`src/rtl/bist_pkg.sv`:
```
// Shared definitions for the ALU self-test loop.
// Used by the LFSR, MISR, the BIST controller and its bench.
package bist_pkg;

   // Controller state encoding
   typedef enum logic [2:0] {
      IDLE    = 3'd0,
      CLEAR   = 3'd1,
      RUN     = 3'd2,
      FLUSH   = 3'd3,
      COMPARE = 3'd4,
      DONE    = 3'd5
   } bist_state_t;

   // Signature width of the MISR
   localparam int SIG_W_DEF = 74;

   // Signature expected after a full 255-pattern run through the ALU
   localparam logic [SIG_W_DEF-1:0] GOLDEN_DEF = 74'h1347fb692ca37a6c70c;

endpackage

```
`src/rtl/bist_controller_if.sv`:
```
// Handshake / status bundle between the BIST controller and the rest of the
// self-test loop. The controller takes the slave modport.
interface bist_controller_if #(
   parameter int SIG_W = 74,
   parameter int CNT_W = 8
);
   logic             start;
   logic [SIG_W-1:0] misr_sig;
   logic             tpg_en;
   logic             misr_clear;
   logic             busy;
   logic             done;
   logic             pass;
   logic [CNT_W-1:0] pattern_cnt;
   logic [SIG_W-1:0] sig_capt;

   modport master (
      output start, misr_sig,
      input  tpg_en, misr_clear, busy, done, pass, pattern_cnt, sig_capt
   );

   modport slave (
      input  start, misr_sig,
      output tpg_en, misr_clear, busy, done, pass, pattern_cnt, sig_capt
   );
endinterface

```
`src/rtl/bist_pattern_counter.sv`:
```
// Pattern counter for the BIST run: synchronous clear, count enable,
// terminal flag one pattern before the end, saturates at NUM_PATTERNS.
module bist_pattern_counter #(
   parameter int NUM_PATTERNS = 255,
   parameter int CNT_W        = 8
) (
   input  logic             clk,
   input  logic             reset,
   input  logic             clear,
   input  logic             en,
   output logic [CNT_W-1:0] cnt,
   output logic             tc
);
   localparam logic [CNT_W-1:0] LAST = CNT_W'(NUM_PATTERNS - 1);
   localparam logic [CNT_W-1:0] TOP  = CNT_W'(NUM_PATTERNS);

   // Count applied patterns; never wrap past NUM_PATTERNS
   always_ff @(posedge clk) begin
      if (reset || clear)
         cnt <= '0;
      else if (en && cnt != TOP)
         cnt <= cnt + CNT_W'(1);
   end

   // High while the last pattern of the run is being applied
   assign tc = (cnt == LAST);
endmodule

```
`src/rtl/bist_controller.sv`:
```
// BIST sequencer and signature checker for the ALU self-test loop.
// CLEAR -> RUN (NUM_PATTERNS cycles) -> FLUSH (FLUSH_CYC cycles) -> COMPARE
// -> DONE. Define BIST_CAPTURE_EN to keep the final signature in sig_capt.
module bist_controller
   import bist_pkg::*;
#(
   parameter int               SIG_W        = SIG_W_DEF,
   parameter int               NUM_PATTERNS = 255,
   parameter int               FLUSH_CYC    = 1,
   parameter logic [SIG_W-1:0] GOLDEN       = GOLDEN_DEF
) (
   input logic               clk,
   input logic               reset,
   bist_controller_if.slave  bus
);
   localparam int CNT_W = $clog2(NUM_PATTERNS + 1);
   localparam int FL_W  = (FLUSH_CYC > 1) ? $clog2(FLUSH_CYC) : 1;
   localparam logic [FL_W-1:0] FL_LOAD = FL_W'((FLUSH_CYC > 0) ? FLUSH_CYC - 1 : 0);

   bist_state_t      state;
   logic [FL_W-1:0]  fl_cnt;
   logic             tpg_en, misr_clear, busy, done, pass;
   logic [CNT_W-1:0] cnt;
   logic             tc;
   logic             start_ok;

   // A new run is accepted only from IDLE or DONE; start while busy is dropped
   assign start_ok = bus.start && (state == IDLE || state == DONE);

   bist_pattern_counter #(
      .NUM_PATTERNS (NUM_PATTERNS),
      .CNT_W        (CNT_W)
   ) u_cnt (
      .clk   (clk),
      .reset (reset),
      .clear (start_ok),
      .en    (tpg_en),
      .cnt   (cnt),
      .tc    (tc)
   );

   // Sequencer with registered outputs, each set on the edge entering its state
   always_ff @(posedge clk) begin
      if (reset) begin
         state      <= IDLE;
         fl_cnt     <= '0;
         tpg_en     <= 1'b0;
         misr_clear <= 1'b0;
         busy       <= 1'b0;
         done       <= 1'b0;
         pass       <= 1'b0;
      end else begin
         case (state)
            IDLE, DONE: if (start_ok) begin
               state      <= CLEAR;
               misr_clear <= 1'b1;
               busy       <= 1'b1;
               done       <= 1'b0;
               pass       <= 1'b0;
            end
            CLEAR: begin
               state      <= RUN;
               misr_clear <= 1'b0;
               tpg_en     <= 1'b1;
            end
            RUN: if (tc) begin
               tpg_en <= 1'b0;
               fl_cnt <= FL_LOAD;
               state  <= (FLUSH_CYC == 0) ? COMPARE : FLUSH;
            end
            FLUSH: begin
               if (fl_cnt == '0) state <= COMPARE;
               else              fl_cnt <= fl_cnt - FL_W'(1);
            end
            COMPARE: begin
               state <= DONE;
               busy  <= 1'b0;
               done  <= 1'b1;
               pass  <= (bus.misr_sig == GOLDEN);
            end
            default: begin
               state      <= IDLE;
               tpg_en     <= 1'b0;
               misr_clear <= 1'b0;
               busy       <= 1'b0;
               done       <= 1'b0;
               pass       <= 1'b0;
            end
         endcase
      end
   end

   assign bus.tpg_en      = tpg_en;
   assign bus.misr_clear  = misr_clear;
   assign bus.busy        = busy;
   assign bus.done        = done;
   assign bus.pass        = pass;
   assign bus.pattern_cnt = cnt;

`ifdef BIST_CAPTURE_EN
   logic [SIG_W-1:0] sig_capt_q;

   // Debug copy of the signature seen on the compare edge
   always_ff @(posedge clk) begin
      if (reset || start_ok)
         sig_capt_q <= '0;
      else if (state == COMPARE)
         sig_capt_q <= bus.misr_sig;
   end

   assign bus.sig_capt = sig_capt_q;
`else
   assign bus.sig_capt = '0;
`endif
endmodule
```
`src/flat_wrapper.sv`:
```
// flat-port wrapper written by rule: the top's interface ports become plain ports
module bist_controller_flat import bist_pkg::*;
#(
   parameter int               SIG_W        = SIG_W_DEF,
   parameter int               NUM_PATTERNS = 255,
   parameter int               FLUSH_CYC    = 1,
   parameter logic [SIG_W-1:0] GOLDEN       = GOLDEN_DEF
)
  (clk, reset, bus_start, bus_misr_sig, bus_tpg_en, bus_misr_clear, bus_busy, bus_done, bus_pass, bus_pattern_cnt, bus_sig_capt);
  bist_controller_if #(.SIG_W(SIG_W)) bus_i ();
  input logic clk;
  input logic reset;
  input wire logic [$bits(bus_i.start)-1:0] bus_start;
  input wire logic [$bits(bus_i.misr_sig)-1:0] bus_misr_sig;
  output wire logic [$bits(bus_i.tpg_en)-1:0] bus_tpg_en;
  output wire logic [$bits(bus_i.misr_clear)-1:0] bus_misr_clear;
  output wire logic [$bits(bus_i.busy)-1:0] bus_busy;
  output wire logic [$bits(bus_i.done)-1:0] bus_done;
  output wire logic [$bits(bus_i.pass)-1:0] bus_pass;
  output wire logic [$bits(bus_i.pattern_cnt)-1:0] bus_pattern_cnt;
  output wire logic [$bits(bus_i.sig_capt)-1:0] bus_sig_capt;
  assign bus_i.start = bus_start;
  assign bus_i.misr_sig = bus_misr_sig;
  assign bus_tpg_en = bus_i.tpg_en;
  assign bus_misr_clear = bus_i.misr_clear;
  assign bus_busy = bus_i.busy;
  assign bus_done = bus_i.done;
  assign bus_pass = bus_i.pass;
  assign bus_pattern_cnt = bus_i.pattern_cnt;
  assign bus_sig_capt = bus_i.sig_capt;
  bist_controller #(.SIG_W(SIG_W), .NUM_PATTERNS(NUM_PATTERNS), .FLUSH_CYC(FLUSH_CYC), .GOLDEN(GOLDEN)) u_core (.clk(clk), .reset(reset), .bus(bus_i));
endmodule
```
`config.mk`:
```
export PLATFORM = sky130hd
export DESIGN_NAME = bist_controller_flat
export DESIGN_NICKNAME = d
export VERILOG_FILES = /design/src/rtl/bist_pkg.sv /design/src/rtl/bist_controller_if.sv /design/src/rtl/bist_pattern_counter.sv /design/src/rtl/bist_controller.sv /design/src/flat_wrapper.sv
export SDC_FILE = /design/constraint.sdc
export NUM_CORES = 1
export LEC_CHECK = 0
export CAP_MARGIN = 0
export CORE_MARGIN = 5
export CORE_UTILIZATION = 30
export DETAILED_ROUTE_END_ITERATION = 12
export GPL_TIMING_DRIVEN = 0
export PLACE_DENSITY = 0.84
export REMOVE_ABC_BUFFERS = 1
export SLEW_MARGIN = 20
export SYNTH_ARGS = -nofsm -noshare
export SYNTH_HDL_FRONTEND = slang
export SYNTH_HIERARCHICAL = 1
export SYNTH_SLANG_ARGS = --single-unit
```
`constraint.sdc`:
```
create_clock -name clk -period 1.9 [get_ports clk]
set_input_delay 0.38 -clock clk [delete_from_list [all_inputs] [get_ports clk]]
set_output_delay 0.38 -clock clk [all_outputs]
set_load 0.1 [all_outputs]
```
Word level (Yosys, flattened, before mapping) --
Index checks and enable logic that the tools add are counted.
Word-level totals: flip-flop bits (word level) 17, bits in latches 0, RAM bits 0, memory bits (read-only) 0, bits of input ports 77, output and inout port bits 87, logic and storage cells 53, memories kept 0
Cells by class: $add $sub $neg 2, multiply operators 0, div/mod/pow operators 0, magnitude comparators 0, eq/ne operators 11, shift-type cells 0, muxes and demuxes 14, bitwise operators 3, reduce and logical (&&, ||, !) cells 15
Operator list (count):
- 74-bit by 73-bit equality test with 1-bit output, second input constant | 1
- 3-bit case mux with 5 select lines | 1
- 3-bit 2-to-1 mux | 3
- 1-bit case mux with 3 select lines | 3
- 8-bit by 1-bit adder with 8-bit output, second input constant | 1
- 8-bit equality test, second input constant | 1
- 8-bit != test, second input constant | 1
- 2-bit AND reduction | 4
- 3-bit by 2-bit equality test with 1-bit output, second input constant | 2
- 3-bit equality test, second input constant | 2
- 1-bit case mux with 2 select lines | 3
- 3-bit OR reduction | 2
- 1-bit 2-to-1 mux | 4
- 2-bit != test, second input constant | 2
- 4-bit OR reduction | 1
- 3-bit by 1-bit equality test with 1-bit output, second input constant | 1
- 3-bit zero test | 1
- 1-bit NOT | 3
- 3-bit AND reduction | 1
- 1-bit logical AND | 2
- 1-bit logical OR | 2
- 2-bit by 1-bit != test with 1-bit output, second input constant | 1
- 2-bit nonzero test | 1
- 2-bit OR reduction | 1
- 1-bit subtractor, second input constant | 1

Longest topological paths before layout --
word-level depth 5, mapped depth 7, depth with buffers taken out 7

Cells and area by module --
Netlist, hierarchy kept.
By module, submodules not included:
- bist_controller | times used 1, cells each 148, area each 1154.9 um^2, sequential area each 160.2 um^2
- bist_pattern_counter | times used 1, cells each 50, area each 449.2 um^2, sequential area each 160.2 um^2

Least setup slack after synthesis --
No wires, ideal clock.
path kind reg2reg, start point reg u_core.u_cnt.cnt[1], end point reg u_core.u_cnt.cnt[0], setup time 0.075 ns, arrival time 2.074 ns, data required time 1.825 ns, setup slack -0.248 ns, cell stages (with the launch flop) 5, buffers on the path 0, cells stage by stage dfxtp_1 -> ha_1 -> nand3_1 -> o21ai_0 -> mux2i_1
Between the ends: longest elaborated chain between the ends 2
Ends and longest elaborated chain:
- start, declared | RTL line bist_pattern_counter.sv:11 | output logic [CNT_W-1:0] cnt,
- start signal, assigned | RTL line bist_pattern_counter.sv:22 | cnt <= cnt + CNT_W'(1);
- 8-bit != test | RTL line bist_pattern_counter.sv:21 | else if (en && cnt != TOP)
- 1-bit logical AND | RTL line bist_pattern_counter.sv:21
Every way passes these cells. A chain may end at the register's enable or synchronous reset.

Worst setup path in the final report --
start point reg u_core.busy (netlist: u_core/bus.busy), end point out bus_busy
RTL lines:
- start, declared | RTL line bist_controller.sv:22 | logic tpg_en, misr_clear, busy, done, pass;
- start signal, assigned | RTL line bist_controller.sv:49 | busy <= 1'b0;
- start signal, assigned | RTL line bist_controller.sv:57 | busy <= 1'b1;
- start signal, assigned | RTL line bist_controller.sv:77 | busy <= 1'b0;
- end, declared | RTL line flat_wrapper.sv:17 | output wire logic [$bits(bus_i.busy)-1:0] bus_busy;
No word-level cell between the ends.

==> reports/summary.txt <==
Outcome: finished clean
Util after Layout: 45.7%
M3 GR Usage: 7.33%
Most common cell in the netlist: buf_4
CTS tree: yes
Fin. Hold Viols: 0
Die area: 6910 um2
Vias in the first global route: 1488
Place WS: -0.247 ns
Post-route worst setup slack: 0.0708 ns
Tcrit/Tclk final: 96.3%
Buf/Inv on CP: 1
Clock skew: 0.00148 ns
Global route overflow: 0
Routed WL: 4380 um
Top FF cell, synth: dfxtp_1
Yosys top cell area share: 34.6%
Delay-heaviest family, CP: buffers and inverters
Register area share after synthesis: 20.0%
Hold Crit Class: reg2reg
CP Class: reg2out
Clock H-tree levels: 1
Global-route wire length before repair: 6770 um
Most Crowded Layer GR: met2
Io pins: 164
Setup TNS: 0 ns
#FFs+latches synth: 16
Clk sinks: 16
Port Buffer Count: 89
Pre-Repair DR Iteration Count: 3
Met1 usage in global routing: 9.67%
Final setup fails: 0
CP max stage delay: 0.87 ns
Routing usage on met2: 22.8%
Crit-path slowest cell: dlygate4sd2_1
Drt wl/cell: 12.3 um
Via density: 4.12
Post-CTS Setup Repair Bufs: 0
Fin area: 2350 um2
Largest net degree at the start of global routing: 14
Nets: 366
Crit path DAT: 1.45 ns
Synth top area cells: buf_4, dfxtp_1, nor4bb_1
Cell row count: 26
Drt drc: 0
Reg clk slew, reported paths: 0.07 ns
P per Cell Area: 715 nW/um2
Placed instance count: 352
Final Slew Violations: 0
CP Capture Type: output port
Gpl congestion: 0.755
TritonCTS buffer count: 3
Asr flop ratio synth: 0%
Worst EP required: 1.52 ns
Crit path max fanout: 2
Post-synth EDFFs: 0
Maxcap violations: 0
Placement Cell Area: 2290 um2
Min Tclk post-route: 1.83 ns
Final Non-Filler Cells: 356
Share of cells above drive strength 1: 6.64%
Top cell type by total area after synthesis: buf_4
Total Routing Usage GR: 11.6%
Detailed Place HPWL: 3910 um
Critical-path cell list: dlygate4sd2_1
Die Wd: 83.1 um
Initial antenna violation count: 0
R2R Setup Slk: 0.35 ns
Synth cell count leaders: buf_4, dfxtp_1, nor2_1, nand4_1, nor2b_1
Critical path startpoint category: flip-flop
Post-Synthesis Cells: 198
Pleak: 0.951 nW
ANT nets after route: 0
Normalized max-slew margin: 34.9%
Initial core utilization: 31.2%
CTS Buffer Depth: 2
Number of diodes: 0
Root Driver: clkbuf_8
Iter 0 DRT Violations: 25
Core footprint: 5140 um2
Max Fclk: 547 MHz
Worst-margin pin slew: 0.981 ns
Syn avg cell area: 8.10 um2
Post-Syn Area: 1600 um2
Synth warn: 6
Clock Latency Late Sink: 0.25 ns
Synth-to-layout area growth: 46.3%
Fill cell count: 536
Die height: 83.1 um
Post-CTS Hold Buffers: 0
Routed via count: 1467
Max VDD drop: 0.000888 V
Netlist cell types: 42
RSZ-0062 raised after global routing: false
==> repair_timing <==
item                                    4_1_cts  5_1_grt
gates resized for setup                      30        3
endpoints found under the setup margin       13       10
pin swaps                                     0        0
==> final timing paths <==
check | from | end | cells past startpoint
setup reg to reg | u_core/state[0]$_SDFFE_PP0P_ | u_core/u_cnt/cnt[6]$_SDFFE_PP0P_ | 4
hold / removal | u_core/bus.done$_SDFFE_PP0P_ | u_core/bus.done$_SDFFE_PP0P_ | 2
hold reg to reg | u_core/bus.done$_SDFFE_PP0P_ | u_core/bus.done$_SDFFE_PP0P_ | 2
setup / recovery | u_core/bus.busy$_SDFFE_PP0P_ | bus_busy | 1
==> state kept, by name (all words and copies together), names as in the netlist <==
name	cells
u_core/u_cnt/cnt	8
u_core/bus.pass	1
u_core/bus.tpg_en	1
u_core/state	3
u_core/bus.busy	1
u_core/bus.misr_clear	1
u_core/bus.done	1
==> per-stage QoR <==
step	power, W	hold slack, ns
final	0.00168	0.495
after global routing	0.00174	0.523
after CTS	0.00168	0.499
after detailed placement	0.00138	0.484
after global placement	0.00137	0.480
after floorplan	0.00118	0.449
==> cells in the final DEF (no fill, tap or decap), drive strengths merged, types with 4 or more instances in the layout <==
master / n
a21oi: 6
clkbuf: 5
clkdlybuf4s15: 9
clkdlybuf4s50: 76
conb: 74
dfxtp: 16
nand2: 6
nand3: 5
nand4: 7
nor2: 10
nor2b: 7
nor3: 4
nor4bb: 6
o21ai: 4
o21bai: 4
==> power breakdown <==
| part | switching [W] | internal [W] |
|---|---|---|
| clock | 0.000119 | 0.000184 |
| sequential | 0.0000315 | 0.000353 |
| combinational | 0.000794 | 0.000196 |
==> cell type report <==
type | instances | area (um2) | area share [%]
Sequential cell | 16 | 320 | 13.6
Inverter | 3 | 11.3 | 0.480
Tap cell | 70 | 87.6 | 3.73
Timing Repair Buffer | 89 | 892 | 38.0
Clock buffer | 4 | 55.1 | 2.35
Multi-Input combinational cell | 174 | 981 | 41.8
==> per-layer routing <==
metal,vias to the layer above,wire length (um)
li1,735,-
met1,659,1330
met2,71,2420
met3,2,596
met4,0,25
met5,-,0
==> logic make-up (layout without fill, tap and decap cells) <==
family / count (synthesis) / after routing / share of synthesized area, %
buf+inv: 81 / 96 / 36.3
simple gates: 67 / 67 / 27.1
compound gates: 27 / 27 / 12.5
flops: 16 / 16 / 20.0
mux: 3 / 3 / 1.87
fa+ha+maj: 2 / 2 / 1.56
other cells: 1 / 74 / 0.234
xor+xnor: 1 / 1 / 0.546
No activity file was read; power rests on OpenSTA's default activity.
